`config.mk`:
```
export PLATFORM = sky130hd
export DESIGN_NAME = fifo_wr_arbiter
export DESIGN_NICKNAME = d
export VERILOG_FILES = /design/src/rtl/fifo_wr_arbiter.sv
export SDC_FILE = /design/constraint.sdc
export NUM_CORES = 1
export LEC_CHECK = 0
export BUFFER_PORTS_ARGS = -buffer_cell sky130_fd_sc_hd__buf_2
export CAP_MARGIN = 20
export CORE_MARGIN = 4
export CORE_UTILIZATION = 48
export DETAILED_ROUTE_END_ITERATION = 7
export PLACE_DENSITY = 0.84
export SETUP_SLACK_MARGIN = 0.4
export SYNTH_ARGS = -nofsm -noshare
export SYNTH_HDL_FRONTEND = slang
export SYNTH_SLANG_ARGS = --single-unit
export TNS_END_PERCENT = 100
```
`constraint.sdc`:
```
create_clock -name clk -period 5.6 [get_ports clk]
set_clock_uncertainty 0.15 [all_clocks]
set_input_delay 1.12 -clock clk [delete_from_list [all_inputs] [get_ports clk]]
set_output_delay 1.12 -clock clk [all_outputs]
set_load 0.01 [all_outputs]
```
`src/rtl/fifo_wr_arbiter.sv`:
```
// rtl/fifo_wr_arbiter.sv - round-robin credit-based write scheduler in front of a shared FIFO
module fifo_wr_arbiter #(
    parameter int DATA_WIDTH = 8,
    parameter int N_REQ      = 4,
    parameter int FIFO_DEPTH = 2
) (
    input  logic                          clk,
    input  logic                          reset,
    input  logic [N_REQ-1:0]              req_valid,
    input  logic [N_REQ*DATA_WIDTH-1:0]   req_data,
    output logic [N_REQ-1:0]              req_ready,
    input  logic                          fifo_rd,
    output logic                          fifo_wr,
    output logic [DATA_WIDTH-1:0]         fifo_din,
    output logic [$clog2(N_REQ)-1:0]      grant_id,
    output logic [$clog2(FIFO_DEPTH):0]   credits,
    output logic                          err
);
    localparam int IW = $clog2(N_REQ);
    localparam int CW = $clog2(FIFO_DEPTH) + 1;
    localparam logic [CW-1:0] DEPTH_C = CW'(FIFO_DEPTH);

    typedef enum logic [1:0] {IDLE, ACTIVE, STALL} state_t;

    state_t          state, state_next;
    logic            have_credit;
    logic            grant;
    logic            pop_ok;
    logic [IW-1:0]   rr_ptr, rr_next, winner;
    logic [IW:0]     scan;
    logic [DATA_WIDTH-1:0] win_data;

    // A pop in this cycle frees a slot that can be granted in the same cycle.
    always_comb begin
        have_credit = (credits != '0) || fifo_rd;
        pop_ok      = fifo_rd && (credits != DEPTH_C);
        winner      = rr_ptr;
        scan        = '0;
        req_ready   = '0;
        win_data    = '0;
        state_next  = state;

        // Descending offsets so the slot closest to rr_ptr is assigned last and wins.
        for (int i = N_REQ - 1; i >= 0; i--) begin
            scan = {1'b0, rr_ptr} + (IW+1)'(i);
            if (scan >= (IW+1)'(N_REQ))
                scan = scan - (IW+1)'(N_REQ);
            if (req_valid[scan[IW-1:0]])
                winner = scan[IW-1:0];
        end

        grant = (|req_valid) && have_credit && !reset;
        if (grant)
            req_ready[winner] = 1'b1;

        for (int k = 0; k < N_REQ; k++) begin
            if (winner == IW'(k))
                win_data = req_data[k*DATA_WIDTH +: DATA_WIDTH];
        end

        rr_next = (winner == IW'(N_REQ - 1)) ? '0 : winner + 1'b1;

        case (state)
            IDLE: begin
                if (|req_valid)
                    state_next = have_credit ? ACTIVE : STALL;
            end
            ACTIVE: begin
                if (!(|req_valid))
                    state_next = IDLE;
                else if (!have_credit)
                    state_next = STALL;
            end
            STALL: begin
                if (!(|req_valid))
                    state_next = IDLE;
                else if (have_credit)
                    state_next = ACTIVE;
            end
            default: state_next = IDLE;
        endcase
    end

    always_ff @(posedge clk or posedge reset) begin
        if (reset)
            state <= IDLE;
        else
            state <= state_next;
    end

    // A pop against an empty FIFO is flagged and never returns a credit.
    always_ff @(posedge clk or posedge reset) begin
        if (reset) begin
            fifo_wr  <= 1'b0;
            fifo_din <= '0;
            grant_id <= '0;
            rr_ptr   <= '0;
            credits  <= DEPTH_C;
            err      <= 1'b0;
        end else begin
            fifo_wr <= grant;
            if (grant) begin
                fifo_din <= win_data;
                grant_id <= winner;
                rr_ptr   <= rr_next;
            end
            credits <= credits - CW'(grant) + CW'(pop_ok);
            if (fifo_rd && (credits == DEPTH_C))
                err <= 1'b1;
        end
    end
endmodule
```
==> flow_summary.toml <==
[worst_setup_path]
critPathKind = "input pin to primary output"
cp_max_fo = 17
critical_path.reg2reg.startpoint = "rr_ptr[0]"
slowest_delay_ps = 560
path_cells = "buf_2 > nor2b_1 > a21o_1 > a211oi_2 > ha_1 > and2_1 > buf_2"
worstRegToRegCells = 9
worstPathRequired_ps = 4330
endpoint_kind = "primary output"
r2r_end = "fifo_din[4]"
setup.worst_path.start_class = "input pin"
critPathBufInv = 2
critPathTopFamily = "adder cells"
crit_slowest_cell = "ha_1"
crit_path_frequent_cell = "buf_2"
rrSetupSlack_ps = 3190
crit_arrival_ps = 2830

[detailed_routing]
avgRoutedWirePerCell_um = 12.3
drt_wl_total_um = 2600
drt_iter0_drc = 31
ant_nets = 0
drc_errors = 0
vias = 1080
firstDrtPassIters = 4
vias_per_cell = 5.12

[sta]
setup_viol = 0
maxSlewViolCount = 0
relSlewSlack = 0.605
min_period_ps = 4100
rsz0062_at_grt = "false"
fmax_mhz = 244
final.setup.worst_slack_ps = 1500
tns_ps = 0
min_period_over_period = 0.732
hold_viol_final = 0
worstMarginPinSlew_ps = 592

[layout]
antennaDiodeCount = 0
nFillCells = 212
fin_nets = 229
drive_gt1_frac = 0.421
synthToLayoutAreaGrowth_pct = 27.5
final_cells = 211

[grt]
overflow = 0
antenna_found_initial = 0
grt_pass1_wl_um = 4370
track_usage = 0.173
grt_pass1_vias = 1083
grt_max_degree = 28

[clock_tree]
postCtsSetupRepairBufs = 0
root_buffer = "clkbuf_4"
cts_buffers = 3
ctsLongestPathBuffers = 2
cts_tree = "done"
cts.clk_slew.worst_paths_ps = 90
ctsResizeCount = 0
insertion_delay_ps = 290
cts_max_level = 1
clkSinkCount = 16
cts-hold-fix-buffers = 0

[die]
die-area_um2 = 3150
die_y_um = 56.2
coreArea_um2 = 2210
initial_core_util = 0.503
ioPinCount = 57
std_cell_rows = 17
die_x_um = 56.2

[outcome]
outcome = "completed"

[yosys]
syn_inst = 131
async_reset_ff_frac = 1.00
yosysMostFrequentCell = "a21oi_1"
yosysTopAreaCell = "dfrtp_1"
syn_nets = 176
synth_ff_type = "dfrtp_1"
ys_ff_latch = 16
synthDistinctLibCells = 29
synth_edf_count = 0
yosysTopAreaCellShare = 0.337
netlist_area_um2 = 1110
synthTopCellsByCount = "a21oi_1, dfrtp_1, inv_1, nor2_1, o21ai_0"
synthTopCellsByArea = "dfrtp_1, a21oi_1, ha_1"
yosysWarnings = 0
syn_avg_cell_area_um2 = 8.50
yosysSeqAreaShare = 0.361

[placement]
port_buffers = 56
gp_congestion = 0.744
dp.cells = 207
dp_hpwl_um = 2130
pre_cts_ws_ps = 1510

[hold_path]
holdCritPathClass = "register to register"
whs_path_depth = 1
min_to = "err"
hp-start = "err"

[pwr]
leakage_nw = 0.718
power.density_nw_per_um2 = 482
ir_drop_mv = 0.310

[run]
maxCapViolCount = 0
flip-flops by register name, indices dropped and copies added (netlist names):
signal and count:
credits 2, err 1, fifo_din 8, fifo_wr 1, grant_id 2, rr_ptr 2
kinds of logic (layout without fill, tap and decap cells):
| logic type | after synthesis | count (layout) | synth area share |
|---|---|---|---|
| AOI/OAI and AO/OA | 50 | 50 | 0.288 |
| DFF | 16 | 16 | 0.361 |
| xor gates and xnor gates | 2 | 2 | 0.0157 |
| and+or+nand+nor | 30 | 30 | 0.140 |
| buffers and inverters | 24 | 76 | 0.0977 |
| muxes | 3 | 3 | 0.0303 |
| adders and majority gates | 6 | 6 | 0.0674 |
report_power, final:
part	internal (W)	switching, W
logic	0.000170	0.000227
clock network	0.0000396	0.0000363
registers	0.000173	0.0000387
total	0.000382	0.000301
worst max path at each step:
stage,depth (start not counted),endpoint,start
floorplan,7,req_ready[3],req_valid[2]
global placement,7,req_ready[3],req_valid[2]
detailed placement,7,req_ready[3],req_valid[2]
CTS,7,req_ready[3],req_valid[2]
global route,7,req_ready[3],req_valid[2]
finish,7,req_ready[3],req_valid[2]
cells in the final DEF, fill, tap and decap left out, drive strengths merged:
cell type,count
a22oi,8
a211oi,2
mux2,3
nor3,3
clkbuf,4
a21oi,26
nor2b,1
nand2,8
o21ai,11
a21o,1
ha,6
nor4,1
buf,57
nor2,10
and2,4
dfrtp,15
xnor2,2
inv,15
a31o,2
dfstp,1
nand2b,3
metal layers:
layer,vias to the layer above,wire length [µm],track usage
met5,-,0,0
met4,0,38,0.0610
met3,6,207,0.0325
met1,482,1100,0.216
met2,46,1250,0.295
li1,546,-,-
area by class of cell:
| type | count | area (µm²) | share of cell area |
|---|---|---|---|
| well taps | 28 | 35.0 | 0.0247 |
| repair buffers | 57 | 288 | 0.203 |
| multi-input cells | 91 | 603 | 0.425 |
| inverters | 15 | 56.3 | 0.0396 |
| flip-flops and latches | 16 | 402 | 0.283 |
| clock buffers | 4 | 36.3 | 0.0256 |
through the flow:
stage | total power, W | instance area, µm² | utilization | hold slack, ps
2_1_floorplan | 0.000498 | 1110 | - | 362
3_3_place_gp | 0.000592 | 1380 | 0.626 | 295
3_5_place_dp | 0.000612 | 1380 | 0.626 | 308
4_1_cts | 0.000690 | 1420 | 0.642 | 330
5_1_grt | 0.000752 | 1420 | 0.642 | 352
6_report | 0.000684 | 1420 | 0.642 | 325
Power figures use the tool's default switching activity.
